`src/rtl/hyperram_cmd_sched.sv`:
```
`default_nettype none
// ============================================================================
//  Module      : hyperram_cmd_sched
//  Description : Command scheduler for the HyperRAM register-read,
//                memory-read and memory-write sequencers. Arbitrates user
//                requests, builds the 48-bit CA word, pulses the selected
//                sequencer's start, muxes the shared pad from the current
//                owner, enforces CS# high time between transactions and
//                aborts a hung sequencer with a watchdog.
//  Revision    : 1.0  initial release
// ============================================================================
module hyperram_cmd_sched #(
    parameter int CSHI_CYC     = 2,
    parameter int TIMEOUT_CYC  = 64,
    parameter bit BURST_LINEAR = 1'b1
) (
    input  logic        clk,
    input  logic        rst,
    input  logic        rdreg_req,
    input  logic        rdmem_req,
    input  logic        wrmem_req,
    input  logic [31:0] rdreg_addr,
    input  logic [31:0] rdmem_addr,
    input  logic [31:0] wrmem_addr,
    output logic        rdreg_ack,
    output logic        rdmem_ack,
    output logic        wrmem_ack,
    output logic [47:0] casig,
    output logic [2:0]  sub_start,
    input  logic [2:0]  sub_end,
    input  logic [2:0]  sub_oe,
    input  logic [2:0]  sub_oe_clk,
    input  logic [2:0]  sub_csn,
    input  logic [47:0] sub_datain,
    input  logic        wr_rwds_out,
    input  logic        wr_rwds_oe,
    output logic        pad_oe,
    output logic        pad_oe_clk,
    output logic        pad_csn,
    output logic [15:0] pad_datain,
    output logic        pad_rwds_out,
    output logic        pad_rwds_oe,
    output logic        sub_rst,
    output logic        busy,
    output logic        timeout_err,
    input  logic        err_clr
);

    typedef enum logic [2:0] {
        S_IDLE     = 3'd0,
        S_START    = 3'd1,
        S_WAIT_END = 3'd2,
        S_ABORT    = 3'd3,
        S_GAP      = 3'd4
    } state_t;

    typedef enum logic [1:0] {
        OWN_NONE  = 2'd0,
        OWN_RDREG = 2'd1,
        OWN_RDMEM = 2'd2,
        OWN_WRMEM = 2'd3
    } owner_t;

    // The watchdog counts the incremented value, so WAIT_END lasts
    // TIMEOUT_CYC-1 cycles and ABORT lands TIMEOUT_CYC cycles after START.
    localparam logic [7:0] WD_LAST  = 8'(TIMEOUT_CYC - 1);
    localparam logic [3:0] GAP_LAST = 4'(CSHI_CYC - 1);

    state_t      state;
    state_t      state_nxt;
    owner_t      owner;
    owner_t      grant;
    logic        rr_ptr;
    logic [7:0]  wd;
    logic [7:0]  wd_inc;
    logic [3:0]  gap;
    logic [2:0]  owner_onehot;
    logic        owner_req;
    logic        owner_end;
    logic [31:0] addr_sel;
    logic [47:0] ca_word;

    // Arbitration: rdreg first, then round-robin between the memory requesters
    always_comb begin
        grant = OWN_NONE;
        if (rdreg_req) begin
            grant = OWN_RDREG;
        end else if (rdmem_req && wrmem_req) begin
            grant = rr_ptr ? OWN_WRMEM : OWN_RDMEM;
        end else if (rdmem_req) begin
            grant = OWN_RDMEM;
        end else if (wrmem_req) begin
            grant = OWN_WRMEM;
        end
    end

    // CA word for the requester about to be granted
    always_comb begin
        addr_sel = 32'd0;
        case (grant)
            OWN_RDREG: addr_sel = rdreg_addr;
            OWN_RDMEM: addr_sel = rdmem_addr;
            OWN_WRMEM: addr_sel = wrmem_addr;
            default:   addr_sel = 32'd0;
        endcase
        ca_word = {(grant != OWN_WRMEM),
                   (grant == OWN_RDREG),
                   ((grant == OWN_RDREG) ? 1'b1 : BURST_LINEAR),
                   addr_sel[31:3],
                   13'd0,
                   addr_sel[2:0]};
    end

    // Owner decode into the {wrmem,rdmem,rdreg} bit order of the sub_* buses
    always_comb begin
        owner_onehot = 3'b000;
        case (owner)
            OWN_RDREG: owner_onehot = 3'b001;
            OWN_RDMEM: owner_onehot = 3'b010;
            OWN_WRMEM: owner_onehot = 3'b100;
            default:   owner_onehot = 3'b000;
        endcase
        owner_req = |(owner_onehot & {wrmem_req, rdmem_req, rdreg_req});
        owner_end = |(owner_onehot & sub_end);
        wd_inc    = wd + 8'd1;
    end

    // State register
    always_ff @(posedge clk or negedge rst) begin
        if (!rst) begin
            state <= S_IDLE;
        end else begin
            state <= state_nxt;
        end
    end

    // Next-state logic and per-state strobes
    always_comb begin
        state_nxt = state;
        sub_start = 3'b000;
        sub_rst   = 1'b0;
        case (state)
            S_IDLE: begin
                if (grant != OWN_NONE) begin
                    state_nxt = S_START;
                end
            end
            S_START: begin
                // A requester that let go before its ack is not served
                if (owner_req) begin
                    sub_start = owner_onehot;
                    state_nxt = S_WAIT_END;
                end else begin
                    state_nxt = S_IDLE;
                end
            end
            S_WAIT_END: begin
                if (owner_end) begin
                    state_nxt = S_GAP;
                end else if (wd_inc == WD_LAST) begin
                    state_nxt = S_ABORT;
                end
            end
            S_ABORT: begin
                sub_rst   = 1'b1;
                state_nxt = S_GAP;
            end
            S_GAP: begin
                if (gap == GAP_LAST) begin
                    state_nxt = S_IDLE;
                end
            end
            default: state_nxt = S_IDLE;
        endcase
    end

    assign rdreg_ack = sub_start[0];
    assign rdmem_ack = sub_start[1];
    assign wrmem_ack = sub_start[2];
    assign busy      = (state != S_IDLE);

    // Owner, CA word and round-robin pointer, all latched at grant
    always_ff @(posedge clk or negedge rst) begin
        if (!rst) begin
            owner  <= OWN_NONE;
            casig  <= 48'd0;
            rr_ptr <= 1'b0;
        end else begin
            case (state)
                S_IDLE: begin
                    owner <= grant;
                    if (grant != OWN_NONE) begin
                        casig <= ca_word;
                    end
                    if (grant == OWN_RDMEM) begin
                        rr_ptr <= 1'b1;
                    end else if (grant == OWN_WRMEM) begin
                        rr_ptr <= 1'b0;
                    end
                end
                S_START: begin
                    if (!owner_req) begin
                        owner <= OWN_NONE;
                    end
                end
                S_WAIT_END: begin
                    if (owner_end) begin
                        owner <= OWN_NONE;
                    end
                end
                S_ABORT: owner <= OWN_NONE;
                default: owner <= OWN_NONE;
            endcase
        end
    end

    // Watchdog and CS# high-time counters
    always_ff @(posedge clk or negedge rst) begin
        if (!rst) begin
            wd  <= 8'd0;
            gap <= 4'd0;
        end else begin
            case (state)
                S_START:    wd  <= 8'd0;
                S_WAIT_END: begin
                    wd  <= wd_inc;
                    gap <= 4'd0;
                end
                S_ABORT:    gap <= 4'd0;
                S_GAP:      gap <= gap + 4'd1;
                default: begin
                    wd  <= wd;
                    gap <= gap;
                end
            endcase
        end
    end

    // Sticky timeout flag; a pending abort beats a simultaneous clear
    always_ff @(posedge clk or negedge rst) begin
        if (!rst) begin
            timeout_err <= 1'b0;
        end else if (state == S_ABORT) begin
            timeout_err <= 1'b1;
        end else if (err_clr) begin
            timeout_err <= 1'b0;
        end
    end

    // Pad mux driven from the registered owner; no owner means idle pad
    always_comb begin
        pad_oe       = 1'b0;
        pad_oe_clk   = 1'b0;
        pad_csn      = 1'b1;
        pad_datain   = 16'd0;
        pad_rwds_out = 1'b0;
        pad_rwds_oe  = 1'b0;
        case (owner)
            OWN_RDREG: begin
                pad_oe     = sub_oe[0];
                pad_oe_clk = sub_oe_clk[0];
                pad_csn    = sub_csn[0];
                pad_datain = sub_datain[15:0];
            end
            OWN_RDMEM: begin
                pad_oe     = sub_oe[1];
                pad_oe_clk = sub_oe_clk[1];
                pad_csn    = sub_csn[1];
                pad_datain = sub_datain[31:16];
            end
            OWN_WRMEM: begin
                pad_oe       = sub_oe[2];
                pad_oe_clk   = sub_oe_clk[2];
                pad_csn      = sub_csn[2];
                pad_datain   = sub_datain[47:32];
                pad_rwds_out = wr_rwds_out;
                pad_rwds_oe  = wr_rwds_oe;
            end
            default: begin
                pad_csn = 1'b1;
            end
        endcase
    end

endmodule
`default_nettype wire

```
`config.mk`:
```
export PLATFORM = sky130hd
export DESIGN_NAME = hyperram_cmd_sched
export DESIGN_NICKNAME = d
export VERILOG_FILES = /design/src/rtl/hyperram_cmd_sched.sv
export SDC_FILE = /design/constraint.sdc
export NUM_CORES = 1
export LEC_CHECK = 0
export CORE_ASPECT_RATIO = 1.75
export CORE_MARGIN = 10
export CORE_UTILIZATION = 38
export DETAILED_ROUTE_END_ITERATION = 10
export PLACE_DENSITY = 0.83
export SETUP_SLACK_MARGIN = 0.4
export SYNTH_ARGS = -nofsm -noshare
export SYNTH_HDL_FRONTEND = slang
export SYNTH_SLANG_ARGS = --single-unit
```
`constraint.sdc`:
```
create_clock -name clk -period 1.9 [get_ports clk]
set_input_delay 0.19 -clock clk [delete_from_list [all_inputs] [get_ports clk]]
set_output_delay 0.19 -clock clk [all_outputs]
set_load 0.01 [all_outputs]
```
=== Yosys cells after proc, flatten, opt, wreduce, memory -nomap -nowiden ===
Index checks and enable logic that the tools add are counted.

* Equal/unequal tests: 18
* Add/sub/neg operators: 2
* Mux-type cells: 31
* Bitwise operators: 2
* Reduce and logical (&&, ||, !) cells: 15

{| class="wikitable"
|+ Operator list
! cell !! number
|-
| 32-bit case mux with 3 select lines || 1
|-
| 16-bit case mux with 3 select lines || 1
|-
| 3-bit two-way mux || 6
|-
| 8-bit case mux with 2 select lines || 1
|-
| 3-bit case mux with 5 select lines || 1
|-
| 2-bit two-way mux || 7
|-
| 2-bit inequality test (second input constant) || 5
|-
| 2-bit nonzero test || 5
|-
| 1-bit case mux with 3 select lines || 3
|-
| 3-bit case mux with 3 select lines || 1
|-
| 8-bit by 1-bit adder with 8-bit output (second input constant) || 1
|-
| 2-bit equality test (second input constant) || 4
|-
| 8-bit by 6-bit equality test with 1-bit output (second input constant) || 1
|-
| 1-bit two-way mux || 8
|-
| 4-bit case mux with 2 select lines || 1
|-
| 3-bit bitwise AND || 2
|-
| 3-bit by 2-bit equality test with 1-bit output (second input constant) || 2
|-
| 2-bit case mux with 3 select lines || 1
|-
| 2-bit AND reduction || 3
|-
| 3-bit OR reduction || 2
|-
| 4-bit by 1-bit adder with 4-bit output (second input constant) || 1
|-
| 2-bit by 1-bit equality test with 1-bit output (second input constant) || 2
|-
| 4-bit by 1-bit equality test with 1-bit output (second input constant) || 1
|-
| 3-bit by 1-bit equality test with 1-bit output (second input constant) || 1
|-
| other kinds (7) || 7
|}

* Word-level logic and storage cells: 75
* Flip-flop bits (word level): 54
* Output and inout port bits: 78

=== Logic depth before layout (Yosys ltp) ===
Gate-level depths: netlist of the first run.

* Depth in word-level cells: 7
* Mapped depth: 8
* Depth with buffers taken out: 5

=== Worst setup path after synthesis of the first run ===
Ideal clock, no wire load.

* Path type: register -> output
* From: register owner[0]
* To: output port sub_start[1]
* Required time: 1.710 ns
* Stages on the path, launching flop included: 6
* Arrival time: 1.772 ns
* Slack: -0.062 ns
* Cells stage by stage: dfrtp_1 clkbuf_1 nor2b_1 clkbuf_1 nor4b_1 buf_4

* Cells in the longest elaborated chain, start to end: 6

{| class="wikitable"
|+ Ends and longest elaborated chain
! what !! RTL line !! RTL
|-
| start: declaration || 71 || <nowiki>owner_t owner;</nowiki>
|-
| start signal: assignment || 191 || <nowiki>owner <= grant;</nowiki>
|-
| 2-bit equality test / 2-bit by 1-bit equality test with 1-bit output (equally long branches) || 117 || <nowiki>case (owner)</nowiki>
|-
| 3-bit case mux with 3 select lines * || 117 ||
|-
| 3-bit bitwise AND || 123 || <nowiki>owner_req = |(owner_onehot & {wrmem_req, rdmem_req, rdreg_req});</nowiki>
|-
| 3-bit OR reduction || 123 ||
|-
| 3-bit two-way mux * || 150 || <nowiki>if (owner_req) begin</nowiki>
|-
| 3-bit two-way mux * || 142 || <nowiki>case (state)</nowiki>
|-
| end: declaration || 29 || <nowiki>output logic [2:0] sub_start,</nowiki>
|}

Every way passes the cells marked *; elsewhere a longest branch is shown, timed or not.

=== Worst setup path after layout of the first run ===
* From: register owner[1]
* To: output port pad_datain[3]

* Cells in the longest elaborated chain, start to end: 2

{| class="wikitable"
|+ Ends and longest elaborated chain
! what !! RTL line !! RTL
|-
| 2-bit equality test / 2-bit by 1-bit equality test with 1-bit output (equally long branches) || 258 || <nowiki>case (owner)</nowiki>
|-
| 16-bit case mux with 3 select lines * || 258 ||
|-
| end: declaration || 40 || <nowiki>output logic [15:0] pad_datain,</nowiki>
|}

Marks and branches as above.

==> impl_metrics.ini, run 1 <==
[setup_path]
worstPathMaxFanout = 10
reg2reg_slack_ps = 110
cp.arrival_ps = 1750
cp-start-kind = register
cp_top_family = buffers and inverters
crit_cells = 6
critPathSlowestCell = dfrtp_2
critPathMostFrequentCell = buf_6
crit_buf_inv = 4
slowest_delay_ps = 460
critical_path_class = register to output pin
reg2regPathDepth = 7
critPathCaptureType = output pin
path_cells = buf_6 -> buf_12 -> buf_4 -> mux2_2 -> a22o_1 -> buf_6
required_ps = 1710

[timing]
fmax_mhz = 516
drv_slew = 0
tns_ps = -399
fin_crit_sh = 1.02
setup_viol = 18
fin_crit_ps = 1940
hold_violations = 0
rsz0062_at_grt = true
finalClockSkew_ps = 3.79
fin_ws_ps = -38.9
fin_hold_ws_ps = 342

[power_and_ir_drop]
power.leakage_nw = 2.97
combPwrFrac = 0.644
clock_power_share = 0.137
seqPwrFrac = 0.219
p_int_mw = 5.78
power_switching_mw = 3.05
p_sw_frac = 0.345
total_power_mw = 8.83
pwr_density_cell_mw_per_mm2 = 1290
peakVddDrop_mv = 0.711

[global_route]
antenna_found_initial = 0
overflow = 0
grt_use_total = 0.201
grt_max_degree = 40
grt_pass1_vias = 4182
grt_pass1_wl_um = 23400

[placement]
dpl_cell_area_mm2 = 0.00636
port_buffers = 228
gp_congestion = 0.891
dp_slack_ps = -292
hpwl_um = 12100

[clock_network]
htreeDepth = 2
worstSkewPairLatency_ps = 290
cts_tree = built
clock_sinks = 54
cts_root_buffer = clkbuf_16
cts_made_buffers = 5
cts.clk_slew.worst_paths_ps = 70
cts_buffer_depth = 2

[detailed_routing]
avgRoutedWirePerCell_um = 21.1
drtAntennaViolNets = 0
drtIter0Drc = 147
avgViaCountPerCell = 5.33
routed_wl_um = 15600
remaining_drc_errors = 0
detail_route.first_pass.iterations = 4
vias = 3955

[yosys]
netlist_instances = 373
yosys-mux-area-fraction = 0.191
synth_common_cells = dfrtp_1, a221o_1, and2_1, mux2_4, o21ai_0
avgSynthCellArea_um2 = 10.4
ys_seq_area_frac = 0.349
synth-compound-area-share = 0.221
syn_area_mm2 = 0.00387
synth_most_common_cell = dfrtp_1
yosys.cell_types.count = 49
synth_top_area_frac = 0.349
synth_top_family_by_area = compound AO/OA/AOI/OAI gates
async_flop_share = 1.00
synthXorXnorAreaFrac = 0.00679
ys_ff_latch = 54
yosysWarnings = 0
synthFlopType = dfrtp_1
synth_edf_count = 0
yosys.area_share.simple = 0.124
synth_top_area_cell = dfrtp_1
synth_adder_area_share = 0.0129
yosys-top-cells-area = dfrtp_1, mux2_4, a221o_1

[cells_and_area]
num_antenna_cells = 0
nets = 784
final_layout_size_suffix_gt1_frac = 0.259
final_area_mm2 = 0.00685
fillers = 751
syn_to_final_growth_pct = 76.9

[job]
drv_cap = 0

[floorplan]
io_pins = 242
initial_core_util = 0.390
design.core.area_mm2 = 0.00991
die_h_um = 153
rows = 48
dieArea_mm2 = 0.0148
die_x_um = 96.3

[outcome]
violations = setup timing
run_status = finished with violations

[hold_path]
hold_class = input port to asynchronous set/reset pin
## power groups by stage
stage          combinational, mW  sequential [mW]  clock [mW]
6_report                    5.69             1.94        1.21
5_1_grt                     6.03             1.99        1.27
4_1_cts                     5.52             1.92        1.23
3_5_place_dp                5.10             1.92           0
3_3_place_gp                5.01             1.90           0
2_1_floorplan               2.82             2.05           0
## stage by stage
step                      utilization  instances
after global routing            0.691        742
final                           0.691        742
after CTS                       0.678        737
after detailed placement        0.642        714
after global placement          0.642        714
after floorplan                     -        385
## registers in the layout, summed over array words and instances (netlist names)
| register | cells |
|---|---|
| state | 3 |
| gap | 4 |
| timeout_err | 1 |
| rr_ptr | 1 |
| owner | 2 |
| wd | 8 |
| casig | 35 |
## area by class of cell
| class | count | area, um2 | share of cell area |
|---|---|---|---|
| clock buffer | 6 | 139 | 0.0203 |
| clock inverter | 2 | 60.1 | 0.00877 |
| inverter | 10 | 37.5 | 0.00548 |
| multi-input combinational | 270 | 2350 | 0.343 |
| sequential | 54 | 1360 | 0.198 |
| tap | 125 | 156 | 0.0228 |
| timing repair buffer | 275 | 2750 | 0.402 |
## cell usage in the layout, fill, tap and decap left out, types with 9 or more instances in the layout
| master | synthesis | final |
|---|---|---|
| a21oi_1 | 10 | 10 |
| a221o_1 | 32 | 32 |
| a22o_1 | 20 | 19 |
| and2_1 | 32 | 32 |
| buf_12 | 3 | 9 |
| buf_2 | 3 | 20 |
| buf_4 | 16 | 23 |
| buf_6 | 3 | 22 |
| clkdlybuf4s50_1 | 0 | 197 |
| conb_1 | 1 | 13 |
| dfrtp_1 | 54 | 51 |
| inv_1 | 10 | 9 |
| mux2_2 | 24 | 20 |
| mux2_4 | 28 | 32 |
| nand2_1 | 12 | 11 |
| nor2_1 | 13 | 12 |
| o21ai_0 | 25 | 23 |
## kinds of logic (layout without fill, tap and decap cells)
logic type | Yosys count | count (layout)
adder cells (fa/ha/maj) | 4 | 4
other | 1 | 13
buffers and inverters | 61 | 293
AO/OA/AOI/OAI | 109 | 109
AND/OR/NAND/NOR | 84 | 84
flip-flops | 54 | 54
multiplexers | 57 | 57
XOR/XNOR | 3 | 3
## repair_timing
action	4_1_cts	5_1_grt
resized for setup	152	20
setup buffers	11	5
pin swaps	8	6
setup endpoints to repair	67	71
cloned	3	0
endpoints found under the hold margin	13	0
hold buffers	1	0
## per-layer routing
layer / vias to the layer above / part of all wire / global-route usage
li1: 1840 / - / -
met1: 1930 / 0.34 / 0.207
met2: 163 / 0.55 / 0.377
met3: 22 / 0.081 / 0.0539
met4: 0 / 0.023 / 0.0536
met5: - / 0 / 0
## final timing paths
path	startpoint	endpoint
setup / recovery	owner[1]$_DFFE_PN0P_	pad_datain[3]
hold / removal	rst	casig[23]$_DFFE_PN0P_
setup reg to reg	owner[1]$_DFFE_PN0P_	owner[0]$_DFFE_PN0P_
hold reg to reg	casig[45]$_DFFE_PN0P_	casig[45]$_DFFE_PN0P_
max in group asynchronous	rst	wd[0]$_DFFE_PN0P_
min in group clk	casig[45]$_DFFE_PN0P_	casig[45]$_DFFE_PN0P_
Power figures use the tool's default switching activity.
==> inputs of run 2 (changes only) <==
SLEW_MARGIN = 20   (was default)
TNS_END_PERCENT = 5   (was default)
==> run 2 against run 1 <==
  * Via count up 1.2%
  * First-iteration DRC count increased by 3.4%
  * Sequential cell count did not move
  * The flow now finishes without violations
  * Critical endpoint is now pad_datain[10]
  * Highest routed layer unchanged
  * Global-route usage fell by 0.078 points
  * Fmax rose by 2.8%
  * Wire length increased by 0.65%
==> impl_metrics.ini, run 2 (synthesis gave the netlist of run 1 again) <==
[cells_and_area]
instances_no_fill = 727
top_regs = casig (35), wd (8), gap (4)
syn_to_final_growth_pct = 69.5
final_layout_size_suffix_gt1_frac = 0.236
final_cell_mix = clkdlybuf4s50_1, dfrtp_1, mux2_4
layout_commonest_cell = clkdlybuf4s50_1
largest_register_ffs = 35
num_antenna_cells = 0
nets = 769
top_register = casig
post-route-util = 0.662

[global_route]
grt_max_degree = 33
overflow = 0
grt_pass1_vias = 4302
grt_use_total = 0.201
grt_pass1_wl_um = 23300
antenna_found_initial = 0

[power_and_ir_drop]
power_switching_mw = 2.97
p_sw_frac = 0.364
total_power_mw = 8.14
seqPwrFrac = 0.243
p_int_mw = 5.18
peakVddDrop_mv = 0.711
combPwrFrac = 0.629
clock_power_share = 0.128
power.leakage_nw = 2.86
pwr_density_cell_mw_per_mm2 = 1240

[floorplan]
design.core.area_mm2 = 0.00991
initial_core_util = 0.390
die_h_um = 153
rows = 48
dieArea_mm2 = 0.0148
io_pins = 242
die_x_um = 96.3

[timing]
finalClockSkew_ps = 8.84
fin_crit_sh = 0.993
rsz0062_at_grt = true
fmax_mhz = 530
maxSlewHeadroom = 0.538
fin_crit_ps = 1890
hold_violations = 0
drv_slew = 0
tns_ps = 0
setup_viol = 0
fin_hold_ws_ps = 436
tightestPinTransition_ps = 691

[setup_path]
cp-start-kind = register
critPathCaptureType = output pin
r2r_start = rr_ptr$_DFFE_PN0P_
critical_path_class = register to output pin
required_ps = 1710
cp.arrival_ps = 1700
reg2reg_slack_ps = 120
worstPathMaxFanout = 10
r2r_end = casig[2]$_DFFE_PN0P_
reg2regPathDepth = 5

[job]
drv_cap = 0

[clock_network]
cts_tree = built
cts_root_buffer = clkbuf_16
worstSkewPairLatency_ps = 300
cts.clk_slew.worst_paths_ps = 70
clock_sinks = 54
htreeDepth = 2
cts_buffer_depth = 2
cts_made_buffers = 5

[detailed_routing]
drtIter0Drc = 152
avgViaCountPerCell = 5.51
remaining_drc_errors = 0
vias = 4004
detail_route.first_pass.iterations = 6
drtAntennaViolNets = 0
avgRoutedWirePerCell_um = 21.7
routed_wl_um = 15800

[outcome]
run_status = completed

[placement]
gp_congestion = 0.917
hpwl_um = 13000
dp.cells = 717
port_buffers = 228

[hold_path]
hold_class = input port to asynchronous set/reset pin
## run 2: area by class of cell
| class | count | area (um2) |
|---|---|---|
| Fill cell | 763 | 3350 |
| Tap cell | 125 | 156 |
| Inverter | 10 | 37.5 |
| Timing Repair Buffer | 260 | 2480 |
| Sequential cell | 54 | 1360 |
| Multi-Input combinational cell | 270 | 2360 |
| Clock inverter | 2 | 37.5 |
| Clock buffer | 6 | 129 |
## run 2: timing repair
| action | CTS | global route |
|---|---|---|
| setup buffers | 1 | 0 |
| pin swaps | 34 | 38 |
| resized for setup | 139 | 15 |
| endpoints found under the hold margin | 22 | 0 |
| hold buffers | 1 | 0 |
| setup endpoints to repair | 68 | 68 |
## run 2: power groups by stage
stage	Sequential, mW	Combinational [mW]	Clock (mW)
3_5_place_dp	1.96	5.06	0
3_3_place_gp	1.94	4.92	0
4_1_cts	1.97	5.11	1.07
5_1_grt	2.03	5.44	1.11
2_1_floorplan	2.05	2.80	0
6_report	1.98	5.12	1.04
## run 2: through the flow
step	cell area, um2	setup slack (ps)
after floorplan	3970	134
after global placement	6320	-547
after detailed placement	6350	-445
after CTS	6520	5.15
after global routing	6560	-32.1
final	6560	13.8
## run 2: worst max-delay path by stage
stage | end | slack (ps) | cells after the start | from
final | pad_datain[10] | 10 | 4 | owner[1]$_DFFE_PN0P_
after global routing | pad_datain[10] | -30 | 4 | owner[1]$_DFFE_PN0P_
after CTS | pad_datain[3] | 5 | 4 | owner[1]$_DFFE_PN0P_
after detailed placement | rdmem_ack | -440 | 6 | wrmem_req
after global placement | casig[17]$_DFFE_PN0P_ | -550 | 5 | rdmem_req
after floorplan | casig[17]$_DFFE_PN0P_ | 130 | 8 | state[0]$_DFFE_PN0P_
## run 2: per-layer routing
metal	global-route usage	up-vias	share of wire
met3	0.0584	35	0.10
li1	-	1815	-
met2	0.357	244	0.52
met1	0.208	1910	0.34
met4	0.0812	0	0.036
met5	0	-	0
## run 2: critical path, cell delays in order, from the launching register on
cell and delay (ps):
dfrtp_2 430, buf_6 180, mux2_2 340, a22o_1 170, dlygate4sd2_1 280
